[config.mk]
export PLATFORM = sky130hd
export DESIGN_NAME = pipe_rca_flat
export DESIGN_NICKNAME = d
export VERILOG_FILES = /design/src/rtl/pipe_rca_if.sv /design/src/rtl/pipe_rca.sv /design/src/flat_wrapper.sv
export SDC_FILE = /design/constraint.sdc
export NUM_CORES = 1
export LEC_CHECK = 0
export ABC_AREA = 1
export CAP_MARGIN = 20
export CORE_MARGIN = 1.5
export CORE_UTILIZATION = 59
export CTS_CLUSTER_DIAMETER = 30
export DETAILED_ROUTE_END_ITERATION = 8
export GPL_TIMING_DRIVEN = 0
export PLACE_DENSITY = 0.89
export SYNTH_ARGS = -nofsm -noshare
export SYNTH_HDL_FRONTEND = slang
export SYNTH_SLANG_ARGS = --single-unit
[constraint.sdc]
create_clock -name clk -period 6.5 [get_ports clk]
set_input_delay 1.3 -clock clk [delete_from_list [all_inputs] [get_ports clk]]
set_output_delay 1.3 -clock clk [all_outputs]
set_load 0.01 [all_outputs]
[src/rtl/pipe_rca_if.sv]
// rtl/pipe_rca_if.sv - operand/result handshake bundle for the pipelined ripple-carry adder
interface pipe_rca_if #(
    parameter int WIDTH = 16
);
    logic             in_valid;
    logic             in_ready;
    logic [WIDTH-1:0] a;
    logic [WIDTH-1:0] b;
    logic             cin;
    logic             out_valid;
    logic             out_ready;
    logic [WIDTH-1:0] sum;
    logic             co;
    logic             ovf;

    modport master (
        output in_valid, a, b, cin, out_ready,
        input  in_ready, out_valid, sum, co, ovf
    );

    modport slave (
        input  in_valid, a, b, cin, out_ready,
        output in_ready, out_valid, sum, co, ovf
    );
endinterface

[src/rtl/pipe_rca.sv]
// rtl/pipe_rca.sv - WIDTH-bit adder split into STAGES chunk adders with registered carries
// Stage k keeps the finished low sum bits and only the operand bits above its own chunk.
module pipe_rca #(
    parameter int WIDTH  = 16,
    parameter int STAGES = 4
) (
    input  logic     clk,
    input  logic     rst,
    pipe_rca_if.slave bus
);
    localparam int CW = WIDTH / STAGES;

    logic w_adv;

    genvar k;
    generate
        for (k = 0; k < STAGES; k++) begin : g_st
            localparam int REM = WIDTH - (k + 1) * CW;

            logic                  w_vin;
            logic                  w_cin;
            logic [CW-1:0]         w_ain;
            logic [CW-1:0]         w_bin;
            logic [CW:0]           w_add;
            logic [(k+1)*CW-1:0]   w_sum_n;
            logic                  r_valid;
            logic                  r_c;
            logic [(k+1)*CW-1:0]   r_sum;

            if (k == 0) begin : g_src
                assign w_vin   = bus.in_valid;
                assign w_cin   = bus.cin;
                assign w_ain   = bus.a[CW-1:0];
                assign w_bin   = bus.b[CW-1:0];
                assign w_sum_n = w_add[CW-1:0];
            end else begin : g_src
                assign w_vin   = g_st[k-1].r_valid;
                assign w_cin   = g_st[k-1].r_c;
                assign w_ain   = g_st[k-1].g_skew.r_a[CW-1:0];
                assign w_bin   = g_st[k-1].g_skew.r_b[CW-1:0];
                assign w_sum_n = {w_add[CW-1:0], g_st[k-1].r_sum};
            end

            assign w_add = {1'b0, w_ain} + {1'b0, w_bin} + {{CW{1'b0}}, w_cin};

            always_ff @(posedge clk or posedge rst) begin
                if (rst) begin
                    r_valid <= 1'b0;
                    r_c     <= 1'b0;
                    r_sum   <= '0;
                end else if (w_adv) begin
                    r_valid <= w_vin;
                    r_c     <= w_add[CW];
                    r_sum   <= w_sum_n;
                end
            end

            // Skew: the not-yet-added upper operand bits, current chunk at the bottom.
            if (k < STAGES - 1) begin : g_skew
                logic [REM-1:0] r_a;
                logic [REM-1:0] r_b;
                logic [REM-1:0] w_a_up;
                logic [REM-1:0] w_b_up;

                if (k == 0) begin : g_up
                    assign w_a_up = bus.a[WIDTH-1:CW];
                    assign w_b_up = bus.b[WIDTH-1:CW];
                end else begin : g_up
                    assign w_a_up = g_st[k-1].g_skew.r_a[REM+CW-1:CW];
                    assign w_b_up = g_st[k-1].g_skew.r_b[REM+CW-1:CW];
                end

                always_ff @(posedge clk or posedge rst) begin
                    if (rst) begin
                        r_a <= '0;
                        r_b <= '0;
                    end else if (w_adv) begin
                        r_a <= w_a_up;
                        r_b <= w_b_up;
                    end
                end
            end

            // Carry into the MSB recovered as a^b^sum at that bit, so it works for any CW.
            if (k == STAGES - 1) begin : g_last
                logic r_ovf;

                always_ff @(posedge clk or posedge rst) begin
                    if (rst) begin
                        r_ovf <= 1'b0;
                    end else if (w_adv) begin
                        r_ovf <= w_ain[CW-1] ^ w_bin[CW-1] ^ w_add[CW-1] ^ w_add[CW];
                    end
                end
            end
        end
    endgenerate

    assign w_adv         = !g_st[STAGES-1].r_valid || bus.out_ready;
    assign bus.in_ready  = w_adv;
    assign bus.out_valid = g_st[STAGES-1].r_valid;
    assign bus.sum       = g_st[STAGES-1].r_sum;
    assign bus.co        = g_st[STAGES-1].r_c;
    assign bus.ovf       = g_st[STAGES-1].g_last.r_ovf;
endmodule

[src/flat_wrapper.sv]
// flat-port wrapper written by rule: the top's interface ports become plain ports
module pipe_rca_flat 
#(
    parameter int WIDTH  = 16,
    parameter int STAGES = 4
)
  (clk, rst, bus_in_valid, bus_a, bus_b, bus_cin, bus_out_ready, bus_in_ready, bus_out_valid, bus_sum, bus_co, bus_ovf);
  pipe_rca_if #(.WIDTH(WIDTH)) bus_i ();
  input  logic clk;
  input  logic rst;
  input wire logic [$bits(bus_i.in_valid)-1:0] bus_in_valid;
  input wire logic [$bits(bus_i.a)-1:0] bus_a;
  input wire logic [$bits(bus_i.b)-1:0] bus_b;
  input wire logic [$bits(bus_i.cin)-1:0] bus_cin;
  input wire logic [$bits(bus_i.out_ready)-1:0] bus_out_ready;
  output wire logic [$bits(bus_i.in_ready)-1:0] bus_in_ready;
  output wire logic [$bits(bus_i.out_valid)-1:0] bus_out_valid;
  output wire logic [$bits(bus_i.sum)-1:0] bus_sum;
  output wire logic [$bits(bus_i.co)-1:0] bus_co;
  output wire logic [$bits(bus_i.ovf)-1:0] bus_ovf;
  assign bus_i.in_valid = bus_in_valid;
  assign bus_i.a = bus_a;
  assign bus_i.b = bus_b;
  assign bus_i.cin = bus_cin;
  assign bus_i.out_ready = bus_out_ready;
  assign bus_in_ready = bus_i.in_ready;
  assign bus_out_valid = bus_i.out_valid;
  assign bus_sum = bus_i.sum;
  assign bus_co = bus_i.co;
  assign bus_ovf = bus_i.ovf;
  pipe_rca #(.WIDTH(WIDTH), .STAGES(STAGES)) u_core (.clk(clk), .rst(rst), .bus(bus_i));
endmodule
==> results.yml, run 1 <==
clock_tree:
  cts_resized: 0
  htreeDepth: 3
  cts_made_buffers: 9
  post_cts_buffers: 0
  postCtsHoldBufs: 0
  path_clk_slew_ns: 0.10
  clock_sinks: 97
  cts_buffer_depth: 2
  cts_tree: "yes"
  clockRootBuffer: "clkbuf_8"
  clk_latency_ns: 0.37
placement:
  gp_congestion: 0.843
  hpwl_microns: 6160
  place_inst: 639
  place_area_sq_mm: 0.00491
  numPortBuffers: 56
worst_setup_path:
  end_kind: "output pin"
  crit_chain: "clkdlybuf4s50_1, nor2_4, inv_2, clkbuf_1, clkdlybuf4s50_1"
  path_class: "primary input to output pin"
  rr_endpoint: "u_core.g_st[2].r_sum[10]"
  crit_family: "buffers and inverters"
  r2r_start: "u_core.g_st[1].g_skew.r_b[0]"
  reg2reg_depth: 5
  crit_top_cell: "clkdlybuf4s50_1"
  required_ns: 5.20
  cp_num_buf_inv: 4
  crit_path_max_incr_delay_ns: 0.64
  slowest_stage: "clkdlybuf4s50_1"
  path_max_fanout: 10
  crit_path_start_kind: "primary input"
  arrival_ns: 3.08
  r2r_setup_slack_ns: 4.72
yosys:
  ys_seq_area_share_pct: 57.8
  ys_ff_latch: 97
  synth_top_family_by_area: "simple AND/OR/NAND/NOR gates"
  synth-xor-area-share_pct: 0.209
  synth_fp_nets: 543
  synthMuxAreaShare_pct: 0
  netlist_instances: 486
  synth_compound_area_share_pct: 2.50
  yosys.area_share.simple_pct: 28.1
  synth.distinct_cells: 16
  synthAdderAreaFrac_pct: 7.39
  syn-mean-instance-area_sq_um: 8.63
  synth_area_sq_mm: 0.00420
  yosysWarnings: 0
detailed_routing:
  drc: 0
  drtAntennaViolNets: 0
  drtIter0Drc: 201
  drt-total-wl_microns: 8960
  vias: 3307
  wl_per_cell_microns: 13.7
  drt-pass1-iter-count: 4
  vias_per_cell: 5.05
min_path:
  worstHoldStart: "u_core.g_st[1].g_skew.r_a[6]"
  min_to: "u_core.g_st[2].g_skew.r_a[2]"
  hold_path_depth: 2
  hp-class: "flip-flop to flip-flop"
layout:
  layout-drive-gt1-share_pct: 5.19
  fin_util_pct: 74.4
  area_growth_pct: 21.0
  layout_commonest_cell: "nand2_1"
  final_cell_mix: "279 x nand2_1, 97 x dfrtp_1, 56 x clkdlybuf4s50_1, 19 x inv_1"
  nets: 611
  fin_area_sq_mm: 0.00508
  antenna_cells: 0
  finalNonFillerCells: 655
global_route:
  antenna_found_initial: 0
  grt_pass1_wl_microns: 14800
  grt-ovfl-total: 0
  grt_pass1_vias: 3286
  grt_use_total_pct: 25.7
  grt_max_degree: 78
sta:
  worst_pin_slew_ns: 0.559
  fin_crit_sh_pct: 67.5
  finalHoldViolCount: 0
  setup_viol: 0
  slew_headroom_pct: 62.7
  max_freq_mhz: 228
  rsz0062_at_grt: "no"
  finClkSkew_ns: 0.0100
  fin_setup_tns_ns: 0
  slew_viol_final: 0
  post-route-min-period_ns: 4.38
floorplan:
  num_rows: 30
  core_sq_mm: 0.00683
  fp.dieH_microns: 87.3
  die-area_sq_mm: 0.00763
  initial_core_util_pct: 61.4
  die_width_microns: 87.3
  io_pins: 57
pwr:
  power_density_mw_per_mm2: 453
  ir_drop_mv: 0.222
  leakage_nw: 2.66
outcome:
  status: "complete, no violations"
job:
  maxCapViolations: 0
cell usage after synthesis:
library cell	number	share of area [%]
nand2_1	279	25
dfrtp_1	97	58
inv_1	20	1.8
nand3_1	13	1.6
o21ai_0	13	1.6
clkbuf_1	12	1.1
ha_1	12	3.6
nor2_1	12	1.1
buf_2	8	0.95
fa_1	8	3.8
a21oi_1	5	0.60
o31ai_1	2	0.36
or2_2	2	0.30
inv_2	1	0.089
nor2_4	1	0.27
xor2_1	1	0.21
registers in the layout, indices dropped and copies added (netlist names):
name,cells
u_core.bus.co,1
u_core.bus.out_valid,1
u_core.bus.ovf,1
u_core.bus.sum,16
u_core.g_st.g_skew.r_a,24
u_core.g_st.g_skew.r_b,24
u_core.g_st.r_c,3
u_core.g_st.r_sum,24
u_core.g_st.r_valid,3
power by group:
part | internal, mW | switching [mW]
sequential | 0.864 | 0.156
clock | 0.140 | 0.214
combinational | 0.390 | 0.537
total | 1.39 | 0.907
kinds of logic (layout without fill, tap and decap cells):
kind of cell | after synthesis | after routing
adder cells (fa/ha/maj) | 20 | 20
buffers and inverters | 41 | 114
AND/OR/NAND/NOR | 307 | 307
XOR/XNOR | 1 | 1
AO/OA/AOI/OAI | 20 | 20
flip-flops | 97 | 97
routing by layer:
metal / vias up / global-route usage, % / part of all wire [%]
met1: 1554 / 31.6 / 42
met4: 0 / 14.0 / 2.9
li1: 1621 / - / -
met2: 107 / 43.4 / 50
met3: 25 / 4.17 / 5.0
met5: - / 0 / 0
final cells by class:
cell class              instances  area [sq um]
fillers                       496          1750
clock inverters                 6          45.0
clock buffers                  10           128
inverters                      21          81.3
well taps                      96           120
repair buffers                 57           588
multi-input cells             348          1610
flip-flops and latches         97          2430
plain buffers                  20          85.1
through the flow:
stage | setup WS [ns] | hold WS, ns | total power, mW
finish | 2.12 | 0.473 | 2.30
detailed placement | 2.13 | 0.454 | 1.94
global route | 2.08 | 0.494 | 2.48
global placement | 1.42 | 0.451 | 1.87
floorplan | 2.67 | 0.420 | 1.59
CTS | 2.13 | 0.472 | 2.30
worst max path at each step:
stage	slack, ns	start	endpoint	cells after the start
global route	2.08	bus_out_ready	bus_in_ready	5
detailed placement	2.13	bus_out_ready	bus_in_ready	5
finish	2.12	bus_out_ready	bus_in_ready	5
CTS	2.13	bus_out_ready	bus_in_ready	5
global placement	1.42	rst	u_core.g_st[0].g_skew.r_b[2]	2
floorplan	2.67	rst	u_core.bus.co	1
worst min-delay path, delay by kind of cell (launching register included):
family,cells,cell delay (ns)
flops,1,0.35
simple gates,2,0.10
(Power assumes the default switching activity.)
==> inputs of run 2 (changes only) <==
--- a/config.mk
+++ b/config.mk
@@ -8,11 +8,11 @@
 export ABC_AREA = 1
 export CAP_MARGIN = 20
 export CORE_MARGIN = 1.5
-export CORE_UTILIZATION = 59
+export CORE_UTILIZATION = 49
 export CTS_CLUSTER_DIAMETER = 30
 export DETAILED_ROUTE_END_ITERATION = 8
 export GPL_TIMING_DRIVEN = 0
-export PLACE_DENSITY = 0.89
+export PLACE_DENSITY = 0.79
 export SYNTH_ARGS = -nofsm -noshare
 export SYNTH_HDL_FRONTEND = slang
 export SYNTH_SLANG_ARGS = --single-unit
==> constraint.sdc (replaced) <==
create_clock -name clk -period 3.9 [get_ports clk]
set_input_delay 0.78 -clock clk [delete_from_list [all_inputs] [get_ports clk]]
set_output_delay 0.78 -clock clk [all_outputs]
set_load 0.01 [all_outputs]
==> run 2 against run 1 <==
Against the previous run: design area up 0.99%; cell count up 1.4%; clock skew down 0.0019 ns; wire length down 4.7%; critical path depth unchanged; highest routed layer unchanged.
==> results.yml, run 2 (same netlist as run 1, synthesis figures left out) <==
outcome:
  status: "complete, no violations"
placement:
  numPortBuffers: 56
  hpwl_microns: 6090
  place_inst: 648
  gp_congestion: 0.894
  dp_slack_ns: 0.548
worst_setup_path:
  end_kind: "output pin"
  r2r_setup_slack_ns: 2.10
  path_class: "primary input to output pin"
  rr_endpoint: "u_core.g_st[2].r_c"
  arrival_ns: 2.58
  required_ns: 3.12
  crit_path_start_kind: "primary input"
  crit_path_start: "bus_out_ready"
  reg2reg_depth: 6
  path_max_fanout: 10
  cp-endpoint: "bus_in_ready"
  r2r_start: "u_core.g_st[1].g_skew.r_b[0]"
clock_tree:
  cts_buffer_depth: 2
  postCtsHoldBufs: 0
  cts_resized: 0
  path_clk_slew_ns: 0.09
  cts_made_buffers: 9
  htreeDepth: 3
  clock_sinks: 97
  cts_tree: "yes"
  clk_latency_ns: 0.36
  clockRootBuffer: "clkbuf_8"
  post_cts_buffers: 0
sta:
  fin_setup_tns_ns: 0
  fin_crit_sh_pct: 86.2
  finalHoldViolCount: 0
  max_freq_mhz: 297
  slew_headroom_pct: 60.0
  final.setup.worst_slack_ns: 0.537
  slew_viol_final: 0
  rsz0062_at_grt: "no"
  post-route-min-period_ns: 3.36
  setup_viol: 0
  finClkSkew_ns: 0.00812
  worst_pin_slew_ns: 0.601
layout:
  final_cell_mix: "279 x nand2_1, 97 x dfrtp_1, 56 x clkdlybuf4s50_1, 19 x inv_1, 14 x clkbuf_1"
  area_growth_pct: 22.2
  antenna_cells: 0
  reg.largest.list: "u_core.g_st.g_skew.r_a (24), u_core.g_st.g_skew.r_b (24), u_core.g_st.r_sum (24)"
  layout_commonest_cell: "nand2_1"
  nets: 611
  layout-drive-gt1-share_pct: 5.01
  finalNonFillerCells: 664
  fin_util_pct: 62.1
floorplan:
  die_width_microns: 95.5
  initial_core_util_pct: 50.8
  core_sq_mm: 0.00826
  fp.dieH_microns: 95.5
  num_rows: 33
  io_pins: 57
  die-area_sq_mm: 0.00913
pwr:
  power_density_mw_per_mm2: 761
  ir_drop_mv: 0.297
  leakage_nw: 2.69
detailed_routing:
  drtIter0Drc: 177
  drt-pass1-iter-count: 4
  wl_per_cell_microns: 12.9
  vias_per_cell: 4.89
  drt-total-wl_microns: 8540
  vias: 3246
  drtAntennaViolNets: 0
  drc: 0
global_route:
  grt_use_total_pct: 20.4
  grt_pass1_vias: 3075
  grt-ovfl-total: 0
  grt_pass1_wl_microns: 14200
  grt_max_degree: 66
  antenna_found_initial: 0
job:
  maxCapViolations: 0
min_path:
  hp-class: "flip-flop to flip-flop"
-- run 2: worst min path at each step --
| stage | depth (start not counted) | to | from | slack [ns] |
|---|---|---|---|---|
| 5_1_grt | 2 | u_core.g_st[1].r_sum[3] | u_core.g_st[0].r_sum[3] | 0.50 |
| 2_1_floorplan | 2 | u_core.bus.out_valid | u_core.g_st[2].r_valid | 0.42 |
| 6_report | 2 | u_core.bus.out_valid | u_core.g_st[2].r_valid | 0.47 |
| 3_5_place_dp | 2 | u_core.bus.out_valid | u_core.g_st[2].r_valid | 0.45 |
| 4_1_cts | 2 | u_core.bus.out_valid | u_core.g_st[2].r_valid | 0.47 |
| 3_3_place_gp | 2 | u_core.g_st[1].g_skew.r_a[1] | u_core.g_st[0].g_skew.r_a[5] | 0.45 |
-- run 2: critical path, cell delays in order --
cell and delay, ns:
clkdlybuf4s50_1 0.50, nor2_4 0.08, inv_2 0.09, clkbuf_1 0.48
clkdlybuf4s50_1 0.65
-- run 2: power breakdown --
part / switching [mW] / internal (mW) / leakage, nW
clock: 0.332 / 0.361 / 0.0995
sequential: 0.261 / 1.44 / 1.17
combinational: 0.865 / 0.647 / 1.41
-- run 2: cell type report --
| type | count | area, sq um |
|---|---|---|
| fill | 707 | 3130 |
| clock buffer | 11 | 131 |
| sequential | 97 | 2430 |
| timing repair buffer | 57 | 588 |
| clock inverter | 5 | 80.1 |
| inverter | 21 | 81.3 |
| tap | 105 | 131 |
| buffer | 20 | 85.1 |
| multi-input combinational | 348 | 1610 |
-- run 2: metal layers --
layer	global-route usage, %	wire, microns	vias to the layer above
li1	-	-	1624
met1	26.4	3730	1536
met2	34.9	4320	77
met3	3.83	379	9
met4	6.13	116	0
met5	0	0	-
-- run 2: through the flow --
stage / area, sq um / power, mW / hold WS [ns]
floorplan: 4200 / 2.64 / 0.420
global placement: 4890 / 3.14 / 0.451
detailed placement: 4920 / 3.22 / 0.451
CTS: 5130 / 3.93 / 0.468
global route: 5130 / 4.22 / 0.497
finish: 5130 / 3.91 / 0.471
==> inputs of run 3 (changes only) <==
--- a/config.mk
+++ b/config.mk
@@ -13,6 +13,7 @@
 export DETAILED_ROUTE_END_ITERATION = 8
 export GPL_TIMING_DRIVEN = 0
 export PLACE_DENSITY = 0.79
+export SLEW_MARGIN = 0
 export SYNTH_ARGS = -nofsm -noshare
 export SYNTH_HDL_FRONTEND = slang
 export SYNTH_SLANG_ARGS = --single-unit
==> results of run 3 <==
Final layout, timing and power as in run 2 (identical DEF).
